===== config.mk =====
export PLATFORM = sky130hd
export DESIGN_NAME = key_stepper
export DESIGN_NICKNAME = d
export VERILOG_FILES = /design/src/rtl/key_stepper_pkg.sv /design/src/rtl/key_stepper_sat_step.sv /design/src/rtl/key_stepper.sv
export SDC_FILE = /design/constraint.sdc
export NUM_CORES = 1
export LEC_CHECK = 0
export ABC_AREA = 1
export CORE_MARGIN = 2
export CORE_UTILIZATION = 47
export CTS_BUF_LIST = sky130_fd_sc_hd__clkbuf_16
export DETAILED_ROUTE_END_ITERATION = 8
export PLACE_DENSITY = 0.67
export SETUP_SLACK_MARGIN = 0.3
export SLEW_MARGIN = 30
export SYNTH_ARGS = -nofsm -noshare
export SYNTH_HDL_FRONTEND = slang
export SYNTH_SLANG_ARGS = --single-unit

===== constraint.sdc =====
create_clock -name i_clk -period 1.7 [get_ports i_clk]
set_input_delay 0.425 -clock i_clk [delete_from_list [all_inputs] [get_ports i_clk]]
set_output_delay 0.425 -clock i_clk [all_outputs]
set_load 0.02 [all_outputs]

===== src/rtl/key_stepper_pkg.sv =====
// Shared state encodings and direction constants for the key stepper.
package key_stepper_pkg;

  typedef enum logic [1:0] {
    ST_LOCK   = 2'd0,
    ST_IDLE   = 2'd1,
    ST_HOLD   = 2'd2,
    ST_REPEAT = 2'd3
  } state_e;

  localparam logic DIR_UP   = 1'b1;
  localparam logic DIR_DOWN = 1'b0;

endpackage


===== src/rtl/key_stepper_sat_step.sv =====
// Combinational saturating step: moves a value by STEP toward MAX or MIN
// without wrapping, and flags whether the result differs from the input.
module sat_step
  import key_stepper_pkg::*;
#(
  parameter int unsigned WIDTH = 8,
  parameter int unsigned MIN   = 0,
  parameter int unsigned MAX   = 255,
  parameter int unsigned STEP  = 1
) (
  input  logic [WIDTH-1:0] value_i,
  input  logic             dir_i,
  output logic [WIDTH-1:0] next_o,
  output logic             changed_o
);

  localparam logic [WIDTH:0]   MAX_X  = (WIDTH+1)'(MAX);
  localparam logic [WIDTH:0]   MIN_X  = (WIDTH+1)'(MIN);
  localparam logic [WIDTH:0]   STEP_X = (WIDTH+1)'(STEP);
  localparam logic [WIDTH-1:0] MAX_N  = WIDTH'(MAX);
  localparam logic [WIDTH-1:0] MIN_N  = WIDTH'(MIN);
  localparam logic [WIDTH-1:0] STEP_N = WIDTH'(STEP);

  logic [WIDTH:0] valueX;
  logic [WIDTH:0] sumX;
  logic [WIDTH:0] floorX;

  // One extra bit keeps the overflow/underflow tests exact before saturating.
  always_comb begin
    valueX = {1'b0, value_i};
    sumX   = valueX + STEP_X;
    floorX = MIN_X + STEP_X;
    next_o = value_i;
    if (dir_i == DIR_UP) begin
      next_o = (sumX > MAX_X) ? MAX_N : sumX[WIDTH-1:0];
    end else begin
      next_o = (valueX < floorX) ? MIN_N : (value_i - STEP_N);
    end
    changed_o = (next_o != value_i);
  end

endmodule


===== src/rtl/key_stepper.sv =====
// Turns two debounced active-low keys into a saturating tunable value with
// tap stepping, hold-to-repeat, and a both-keys lockout.
module key_stepper
  import key_stepper_pkg::*;
#(
  parameter int unsigned WIDTH         = 8,
  parameter int unsigned MIN           = 0,
  parameter int unsigned MAX           = 255,
  parameter int unsigned INIT          = 128,
  parameter int unsigned STEP          = 1,
  parameter int unsigned HOLD_DELAY    = 25_000_000,
  parameter int unsigned REPEAT_PERIOD = 5_000_000
) (
  input  logic             i_clk,
  input  logic             i_reset,
  input  logic             i_key_up,
  input  logic             i_key_down,
  input  logic             i_clear,
  output logic [WIDTH-1:0] o_value,
  output logic             o_changed,
  output logic             o_at_min,
  output logic             o_at_max
);

  if (!((MIN <= INIT) && (INIT <= MAX) && (64'(MAX) < (64'd1 << WIDTH)))) begin : g_bad_range
    $error("key_stepper: require MIN <= INIT <= MAX < 2**WIDTH");
  end
  if ((STEP < 1) || (HOLD_DELAY < 1) || (REPEAT_PERIOD < 1)) begin : g_bad_timing
    $error("key_stepper: STEP, HOLD_DELAY and REPEAT_PERIOD must be >= 1");
  end

  localparam logic [WIDTH-1:0] INIT_N     = WIDTH'(INIT);
  localparam logic [WIDTH-1:0] MIN_N      = WIDTH'(MIN);
  localparam logic [WIDTH-1:0] MAX_N      = WIDTH'(MAX);
  localparam logic [31:0]      HOLD_LAST  = 32'(HOLD_DELAY - 1);
  localparam logic [31:0]      REPEAT_LAST = 32'(REPEAT_PERIOD - 1);

  state_e           state_q, state_d;
  logic [31:0]      cnt_q, cnt_d;
  logic             dir_q, dir_d;
  logic [WIDTH-1:0] value_q, value_d;
  logic             changed_q, changed_d;
  logic             atMin_q, atMax_q;

  logic             upPressed, downPressed, activePressed, otherPressed;
  logic             doStep, stepDir;
  logic [WIDTH-1:0] stepValue;
  logic             stepChanged;

  assign upPressed   = ~i_key_up;
  assign downPressed = ~i_key_down;

  sat_step #(
    .WIDTH (WIDTH),
    .MIN   (MIN),
    .MAX   (MAX),
    .STEP  (STEP)
  ) u_sat_step (
    .value_i   (value_q),
    .dir_i     (stepDir),
    .next_o    (stepValue),
    .changed_o (stepChanged)
  );

  always_comb begin
    state_d       = state_q;
    cnt_d         = cnt_q;
    dir_d         = dir_q;
    doStep        = 1'b0;
    stepDir       = dir_q;
    activePressed = (dir_q == DIR_UP) ? upPressed : downPressed;
    otherPressed  = (dir_q == DIR_UP) ? downPressed : upPressed;

    unique case (state_q)
      ST_LOCK: begin
        if (!upPressed && !downPressed) state_d = ST_IDLE;
      end
      ST_IDLE: begin
        if (upPressed && downPressed) begin
          state_d = ST_LOCK;
        end else if (upPressed || downPressed) begin
          doStep  = 1'b1;
          stepDir = upPressed ? DIR_UP : DIR_DOWN;
          dir_d   = stepDir;
          state_d = ST_HOLD;
          cnt_d   = '0;
        end
      end
      ST_HOLD, ST_REPEAT: begin
        if (!activePressed) begin
          state_d = ST_IDLE;
        end else if (otherPressed) begin
          state_d = ST_LOCK;
        end else if ((state_q == ST_HOLD) && (cnt_q == HOLD_LAST)) begin
          doStep  = 1'b1;
          state_d = ST_REPEAT;
          cnt_d   = '0;
        end else if ((state_q == ST_REPEAT) && (cnt_q == REPEAT_LAST)) begin
          doStep = 1'b1;
          cnt_d  = '0;
        end else begin
          cnt_d = cnt_q + 32'd1;
        end
      end
      default: state_d = ST_LOCK;
    endcase

    // Clear overrides any step and re-arms the lockout so a held key is ignored.
    value_d   = value_q;
    changed_d = 1'b0;
    if (i_clear) begin
      value_d   = INIT_N;
      changed_d = (value_q != INIT_N);
      state_d   = ST_LOCK;
      cnt_d     = '0;
    end else if (doStep) begin
      value_d   = stepValue;
      changed_d = stepChanged;
    end
  end

  always_ff @(posedge i_clk) begin
    if (i_reset) begin
      state_q   <= ST_LOCK;
      cnt_q     <= '0;
      dir_q     <= DIR_UP;
      value_q   <= INIT_N;
      changed_q <= 1'b0;
      atMin_q   <= (INIT_N == MIN_N);
      atMax_q   <= (INIT_N == MAX_N);
    end else begin
      state_q   <= state_d;
      cnt_q     <= cnt_d;
      dir_q     <= dir_d;
      value_q   <= value_d;
      changed_q <= changed_d;
      atMin_q   <= (value_d == MIN_N);
      atMax_q   <= (value_d == MAX_N);
    end
  end

  assign o_value   = value_q;
  assign o_changed = changed_q;
  assign o_at_min  = atMin_q;
  assign o_at_max  = atMax_q;

endmodule


==> results of run 1 <==
## stage by stage
| stage | hold slack (ps) | util, % |
|---|---|---|
| floorplan | 456 | - |
| global placement | 487 | 69.9 |
| detailed placement | 492 | 69.9 |
| CTS | 516 | 85.6 |
## kinds of logic after synthesis
logic type | after synthesis | share of synthesized area [%]
buf+inv | 93 | 11.1
compound gates | 45 | 7.23
flops | 46 | 27.4
xor+xnor | 12 | 3.13
simple gates | 337 | 48.5
fa+ha+maj | 7 | 2.61
## metal layers
metal / GRT overflow / global-route usage [%]
met3: 0 / 57.9
met4: 1 / 66.7
met2: 0 / 88.1
met1: 0 / 72.4
met5: 0 / 24.0
## what timing repair did
item                                    in CTS
pin swaps                                   60
buffers inserted                            30
hold buffers                                 0
endpoints found under the setup margin      57
resized for setup                          203
hold endpoints to repair                     0
cloned                                       4
==> flow_metrics.env, run 1 <==
export IMPL_status="stopped before the end"
export IMPL_stop_stage="global routing (5_1_grt)"
export IMPL_error="[ERROR GRT-0232] Routing congestion too high. Check the congestion heatmap in the GUI."
export IMPL_endpoint_type="register data pin"
export IMPL_grtUsageTotal_pct=71.6
export IMPL_grt_max_degree=17
export IMPL_synth_edf_count=0
export IMPL_cts_root_buf="clkbuf_16"
export IMPL_ys_seq_area_share_pct=27.4
export IMPL_ys_ff_latch=46
export IMPL_post_dp_hpwl_mm=8.29
export IMPL_synth_nets=552
export IMPL_dpl_cell_area_um2=4800
export IMPL_cts_inserted_buffers=5
export IMPL_place_ws_ps=-801
export IMPL_place_gp_congestion=0.918
export IMPL_start_util_pct=48.9
export IMPL_async_reset_ff_share_pct=0
export IMPL_synth_top_flop_cell="dfxtp_1"
export IMPL_die_y_um=88.5
export IMPL_io_buffers=15
export IMPL_yosysMostFrequentCell="nand2_1"
export IMPL_synth_top_area_cell="dfxtp_1"
export IMPL_avgSynthCellArea_um2=6.22
export IMPL_clk_path_buf_depth=2
export IMPL_h_tree_depth=2
export IMPL_clock_sinks=46
export IMPL_yosys_top_cells_count="nand2_1 (118), inv_1 (78), nor2_1 (76)"
export IMPL_synth_top_area_share_pct=27.4
export IMPL_grt_overflow_total=1
export IMPL_synthCells=540
export IMPL_yosys_warnings=0
export IMPL_crit_endpoint="cnt_q[17]$_SDFFE_PP0P_/D"
export IMPL_die_x_um=88.5
export IMPL_synth_area_um2=3360
export IMPL_synth_area_leaders="dfxtp_1 (27%), nand2_1 (13%), inv_1 (8.7%)"
export IMPL_synthDistinctLibCells=37
export IMPL_dpl_cell_count=776
export IMPL_io_pins=16
export IMPL_core_rowCount=30
==> inputs of run 2 (changes only) <==
- CORE_UTILIZATION: 47 -> 32
- CTS_BUF_LIST: sky130_fd_sc_hd__clkbuf_16 -> unset
- PLACE_DENSITY: 0.67 -> unset
- PLACE_DENSITY_LB_ADDON: unset -> 0.15
- SETUP_SLACK_MARGIN: 0.3 -> unset
- clock period: 1.7 -> 2.2 ns (I/O delays scaled with it)
==> flow_metrics.env, run 2 <==
export IMPL_synth_area_um2=3360
export IMPL_io_pins=16
export IMPL_cpLargestDelayFamily="buffers and inverters"
export IMPL_rsz0062_at_grt="yes"
export IMPL_timing_final_max_slew_violations=0
export IMPL_max_flop_register="cnt_q"
export IMPL_path_max_fanout=8
export IMPL_async_reset_ff_share_pct=0
export IMPL_start_util_pct=32.7
export IMPL_fin_crit_ps=2070
export IMPL_antenna_left=0
export IMPL_clkLatencyLatePin_ps=310
export IMPL_ys_ff_latch=46
export IMPL_drc=0
export IMPL_layout_nets=601
export IMPL_mostFrequentLayoutCell="nand2_1"
export IMPL_synthDistinctLibCells=37
export IMPL_clk_pin_slew_ps=90
export IMPL_finalHoldViolCount=0
export IMPL_n_fill_cell=1171
export IMPL_worstSetupStartpointType="flip-flop"
export IMPL_critPathRequiredTime_ps=1650
export IMPL_crit_cells=1
export IMPL_setup_ws_ps=134
export IMPL_worst_setup_path_end_kind="output port"
export IMPL_via_count=3467
export IMPL_seqCellArea_um2=931
export IMPL_drtIter0Drc=195
export IMPL_tightest_slew_ps=546
export IMPL_h_tree_depth=2
export IMPL_wl_per_cell_um=12.5
export IMPL_synthCells=540
export IMPL_cp_arrival_ps=1520
export IMPL_relSlewSlack_pct=63.1
export IMPL_worstRegToRegCells=12
export IMPL_ys_seq_area_share_pct=27.4
export IMPL_clock_skew_final_ps=10.4
export IMPL_die_area_um2=11300
export IMPL_multi_input_area_um2=2120
export IMPL_num_antenna_cells=0
export IMPL_core_um2=10300
export IMPL_grt_max_degree=19
export IMPL_max_stage_delay_ps=670
export IMPL_setup_violations=0
export IMPL_ctsHoldBuffers=0
export IMPL_core_rowCount=37
export IMPL_avgSynthCellArea_um2=6.22
export IMPL_cts_root_buf="clkbuf_8"
export IMPL_grtUsageTotal_pct=16.7
export IMPL_place_ws_ps=-418
export IMPL_leakage_nw=1.63
export IMPL_largest_reg_flops=32
export IMPL_cp_slowest_cell="clkdlybuf4s50_1"
export IMPL_hold_class="reg -> reg"
export IMPL_vias_per_cell=4.78
export IMPL_yosys_warnings=0
export IMPL_dpl_cell_area_um2=3890
export IMPL_post_dp_hpwl_mm=7.20
export IMPL_yosysMostFrequentCell="nand2_1"
export IMPL_grt_overflow_total=0
export IMPL_synth_top_flop_cell="dfxtp_1"
export IMPL_synth_nets=552
export IMPL_tritoncts="built"
export IMPL_cap_violations=0
export IMPL_clk_path_buf_depth=2
export IMPL_syn2layout_area_growth_pct=21.9
export IMPL_synth_area_leaders="dfxtp_1 (27%), nand2_1 (13%), inv_1 (8.7%)"
export IMPL_worstSetupPathType="reg -> out"
export IMPL_yosys_top_cells_count="nand2_1 (118), inv_1 (78), nor2_1 (76)"
export IMPL_grt_pass1_wl_mm=15.5
export IMPL_status="finished, final reports clean"
export IMPL_path_cells="clkdlybuf4s50_1"
export IMPL_synth_top_area_cell="dfxtp_1"
export IMPL_drt_wl_total_mm=9.11
export IMPL_critPathBufInv=1
export IMPL_peakVddDrop_v=0.000275
export IMPL_fmax_ghz=0.484
export IMPL_r2r_slack_ps=200
export IMPL_place_gp_congestion=0.882
export IMPL_first_global_vias=3219
export IMPL_synth_edf_count=0
export IMPL_fin_tns_setup_ps=0
export IMPL_final_area_um2=4100
export IMPL_cts_inserted_buffers=5
export IMPL_hold_ws_ps=477
export IMPL_die_x_um=106
export IMPL_antenna_found_initial=0
export IMPL_min_period_over_period_pct=93.9
export IMPL_io_buffers=15
export IMPL_drive_above_1_share_pct=18.0
export IMPL_first_pass_iters=5
export IMPL_p_total_mw=1.71
export IMPL_p_per_area_nw_per_um2=417
export IMPL_min_delay_path_depth=2
export IMPL_layout_common_cells="nand2_1 (118), inv_1 (75), nor2_1 (75)"
export IMPL_clock_sinks=46
export IMPL_synth_top_area_share_pct=27.4
export IMPL_die_y_um=106
==> run 2: cell type report <==
class	instances	share of cell area, %
Multi-Input combinational cell	402	51.8
Sequential cell	46	22.7
Timing Repair Buffer	51	10.9
Inverter	83	7.67
Tap cell	136	4.16
Clock buffer	5	1.68
Clock inverter	3	1.10
==> run 2: where the power goes <==
group,leakage [nW],switching [mW],internal (mW),total [mW]
logic,1.20,0.118,0.0859,0.204
registers,0.374,0.00892,0.837,0.846
clock network,0.0504,0.321,0.338,0.659
total,1.63,0.448,1.26,1.71
==> run 2: cell families after synthesis <==
kind of cell,count (synthesis),share of synthesized area (%)
flops,46,27.4
compound gates,45,7.23
buf+inv,93,11.1
xor+xnor,12,3.13
fa+ha+maj,7,2.61
simple gates,337,48.5
==> run 2: final timing paths <==
| check | to | from |
|---|---|---|
| max | o_value[3] | o_value[3] |
| min | cnt_q[1] | cnt_q[1] |
| max reg2reg | o_at_max | o_value[0] |
| min reg2reg | cnt_q[1] | cnt_q[1] |
==> run 2: layer usage <==
| layer | global-route usage, % | vias to the layer above | share of wire, % |
|---|---|---|---|
| met1 | 24.1 | 1556 | 51 |
| met2 | 26.1 | 69 | 43 |
| met4 | 4.55 | 0 | 1.5 |
| li1 | - | 1832 | - |
| met3 | 2.15 | 10 | 3.8 |
| met5 | 0 | - | 0 |
==> run 2: tightest hold or removal path, stage by stage (launching register included) <==
cell,delay [ps]
dfxtp_2,330
nand2_1,60
a21oi_1,50
==> run 2: timing repair <==
item                       CTS  global route
buffers inserted             2             1
resized for setup           10            13
cloned                       1             0
setup endpoints to repair    8             8
pin swaps                    9             4
==> run 2: through the flow <==
stage	utilization, %	instances
after CTS	39.5	725
after detailed placement	37.9	714
after global routing	39.8	726
after floorplan	-	540
final	39.8	726
after global placement	37.9	714
(Power assumes the default switching activity.)
==> inputs of run 3 (changes only) <==
- clock period: 2.2 -> 2.6 ns (I/O delays scaled with it)
==> flow_metrics.env, run 3 (synthesis results as in run 2) <==
export IMPL_status="finished, final reports clean"
export IMPL_hold_class="reg -> reg"
export IMPL_worstSetupStartpointType="input port"
export IMPL_drive_above_1_share_pct=14.0
export IMPL_max_flop_register="cnt_q"
export IMPL_critPathRequiredTime_ps=2820
export IMPL_num_antenna_cells=0
export IMPL_fmax_ghz=0.411
export IMPL_leakage_nw=1.57
export IMPL_r2r_slack_ps=390
export IMPL_drtIter0Drc=210
export IMPL_post_dp_hpwl_mm=7.08
export IMPL_worstSetupPathType="in -> reg"
export IMPL_core_rowCount=37
export IMPL_grt_overflow_total=0
export IMPL_reg2reg_to="o_at_max"
export IMPL_wl_per_cell_um=12.7
export IMPL_crit_start="i_key_up"
export IMPL_hold_ws_ps=488
export IMPL_cp_arrival_ps=2650
export IMPL_die_area_um2=11300
export IMPL_start_util_pct=32.7
export IMPL_io_buffers=15
export IMPL_clk_pin_slew_ps=90
export IMPL_drt_wl_total_mm=9.10
export IMPL_antenna_found_initial=0
export IMPL_ctsHoldBuffers=0
export IMPL_worstRegToRegCells=14
export IMPL_reg2reg_from="o_value[1]"
export IMPL_critPathMostFrequentCell="inv_1"
export IMPL_die_y_um=106
export IMPL_max_stage_delay_ps=510
export IMPL_path_cells="clkdlybuf4s50_1 -> inv_1 -> ha_1 -> inv_1 -> nand4_1 -> nand2_2 -> a21oi_1 -> a21oi_1 -> nand2_1 -> nand3_1 -> inv_1 -> nand3_1 -> nor2_1"
export IMPL_clock_sinks=46
export IMPL_core_um2=10300
export IMPL_relSlewSlack_pct=67.0
export IMPL_fin_crit_ps=2430
export IMPL_h_tree_depth=2
export IMPL_final_area_um2=3960
export IMPL_mostFrequentLayoutCell="nand2_1"
export IMPL_tightest_slew_ps=489
export IMPL_layout_nets=589
export IMPL_peakVddDrop_v=0.000173
export IMPL_drc=0
export IMPL_tritoncts="built"
export IMPL_clkLatencyLatePin_ps=320
export IMPL_clock_skew_final_ps=8.43
export IMPL_vias_per_cell=4.88
export IMPL_place_gp_congestion=0.913
export IMPL_first_pass_iters=5
export IMPL_timing_final_max_slew_violations=0
export IMPL_clk_path_buf_depth=2
export IMPL_layout_common_cells="nand2_1 (118), inv_1 (78), nor2_1 (75)"
export IMPL_antenna_left=0
export IMPL_n_fill_cell=1171
export IMPL_die_x_um=106
export IMPL_setup_violations=0
export IMPL_endpoint="o_at_max"
export IMPL_path_max_fanout=7
export IMPL_io_pins=16
export IMPL_grt_max_degree=19
export IMPL_grt_pass1_wl_mm=15.4
export IMPL_grtUsageTotal_pct=16.6
export IMPL_worst_setup_path_end_kind="flip-flop"
export IMPL_cts_root_buf="clkbuf_8"
export IMPL_min_period_over_period_pct=93.5
export IMPL_finalHoldViolCount=0
export IMPL_rsz0062_at_grt="yes"
export IMPL_cts_inserted_buffers=5
export IMPL_p_per_area_nw_per_um2=365
export IMPL_cap_violations=0
export IMPL_syn2layout_area_growth_pct=18.0
export IMPL_cp_slowest_cell="clkdlybuf4s50_1"
export IMPL_via_count=3483
export IMPL_dpl_cell_area_um2=3820
export IMPL_largest_reg_flops=32
export IMPL_first_global_vias=3220
-- run 3: cell count changes in the layout (fill, tap and decap cells not counted), moves of 2 or more --
cell / change
buf_4: -11
dfxtp_1: +6
dfxtp_2: -5
inv_1: +3
inv_2: -3
clkdlybuf4s50_1: +2
dlygate4sd2_1: -2
-- run 3: power by group --
group / internal, mW / switching, mW
Sequential: 0.709 / 0.00808
Combinational: 0.0651 / 0.0979
Clock: 0.286 / 0.277
Total: 1.06 / 0.383
-- run 3: critical path: cells and delay by family --
family | cells | cell delay, ps
AOI/OAI and AO/OA | 2 | 260
buffers and inverters | 4 | 730
and+or+nand+nor | 6 | 810
adders and majority gates | 1 | 190
-- run 3: routing by layer --
layer	global-route usage, %	wire length, um	part of all wire [%]
met4	4.82	138	1.5
met3	2.21	323	3.5
met1	23.5	4570	50
met2	26.4	4070	45
met5	0	0	0
-- run 3: cell type report --
class / instances / area, um^2 / area share, %
Inverter: 83 / 314 / 7.93
Multi-Input combinational cell: 402 / 2090 / 52.7
Sequential cell: 46 / 921 / 23.2
Clock buffer: 5 / 68.8 / 1.74
Timing Repair Buffer: 39 / 355 / 8.97
Tap cell: 136 / 170 / 4.30
Clock inverter: 3 / 45.0 / 1.14
-- run 3: stage by stage --
stage,cells,setup TNS [ps],util (%),total power [mW],setup slack (ps)
floorplan,540,0,-,0.834,576
global placement,704,-558,37.2,0.893,-113
detailed placement,704,-1360,37.2,0.893,-161
CTS,712,0,38.3,1.46,167
global route,714,-12.8,38.5,1.51,-10.8
finish,714,0,38.5,1.44,168
-- run 3: how the worst min path moves through the flow --
| stage | startpoint | endpoint | slack (ps) | cells after the start |
|---|---|---|---|---|
| floorplan | cnt_q[31] | cnt_q[31] | 460 | 2 |
| global placement | cnt_q[1] | cnt_q[1] | 470 | 2 |
| detailed placement | cnt_q[1] | cnt_q[1] | 480 | 2 |
| CTS | cnt_q[1] | cnt_q[1] | 490 | 2 |
| global route | cnt_q[1] | cnt_q[1] | 520 | 2 |
| finish | cnt_q[1] | cnt_q[1] | 490 | 2 |
-- run 3: what timing repair did --
item,in CTS,in global routing
resized for setup,0,4
setup buffers,0,1
endpoints found under the setup margin,0,3
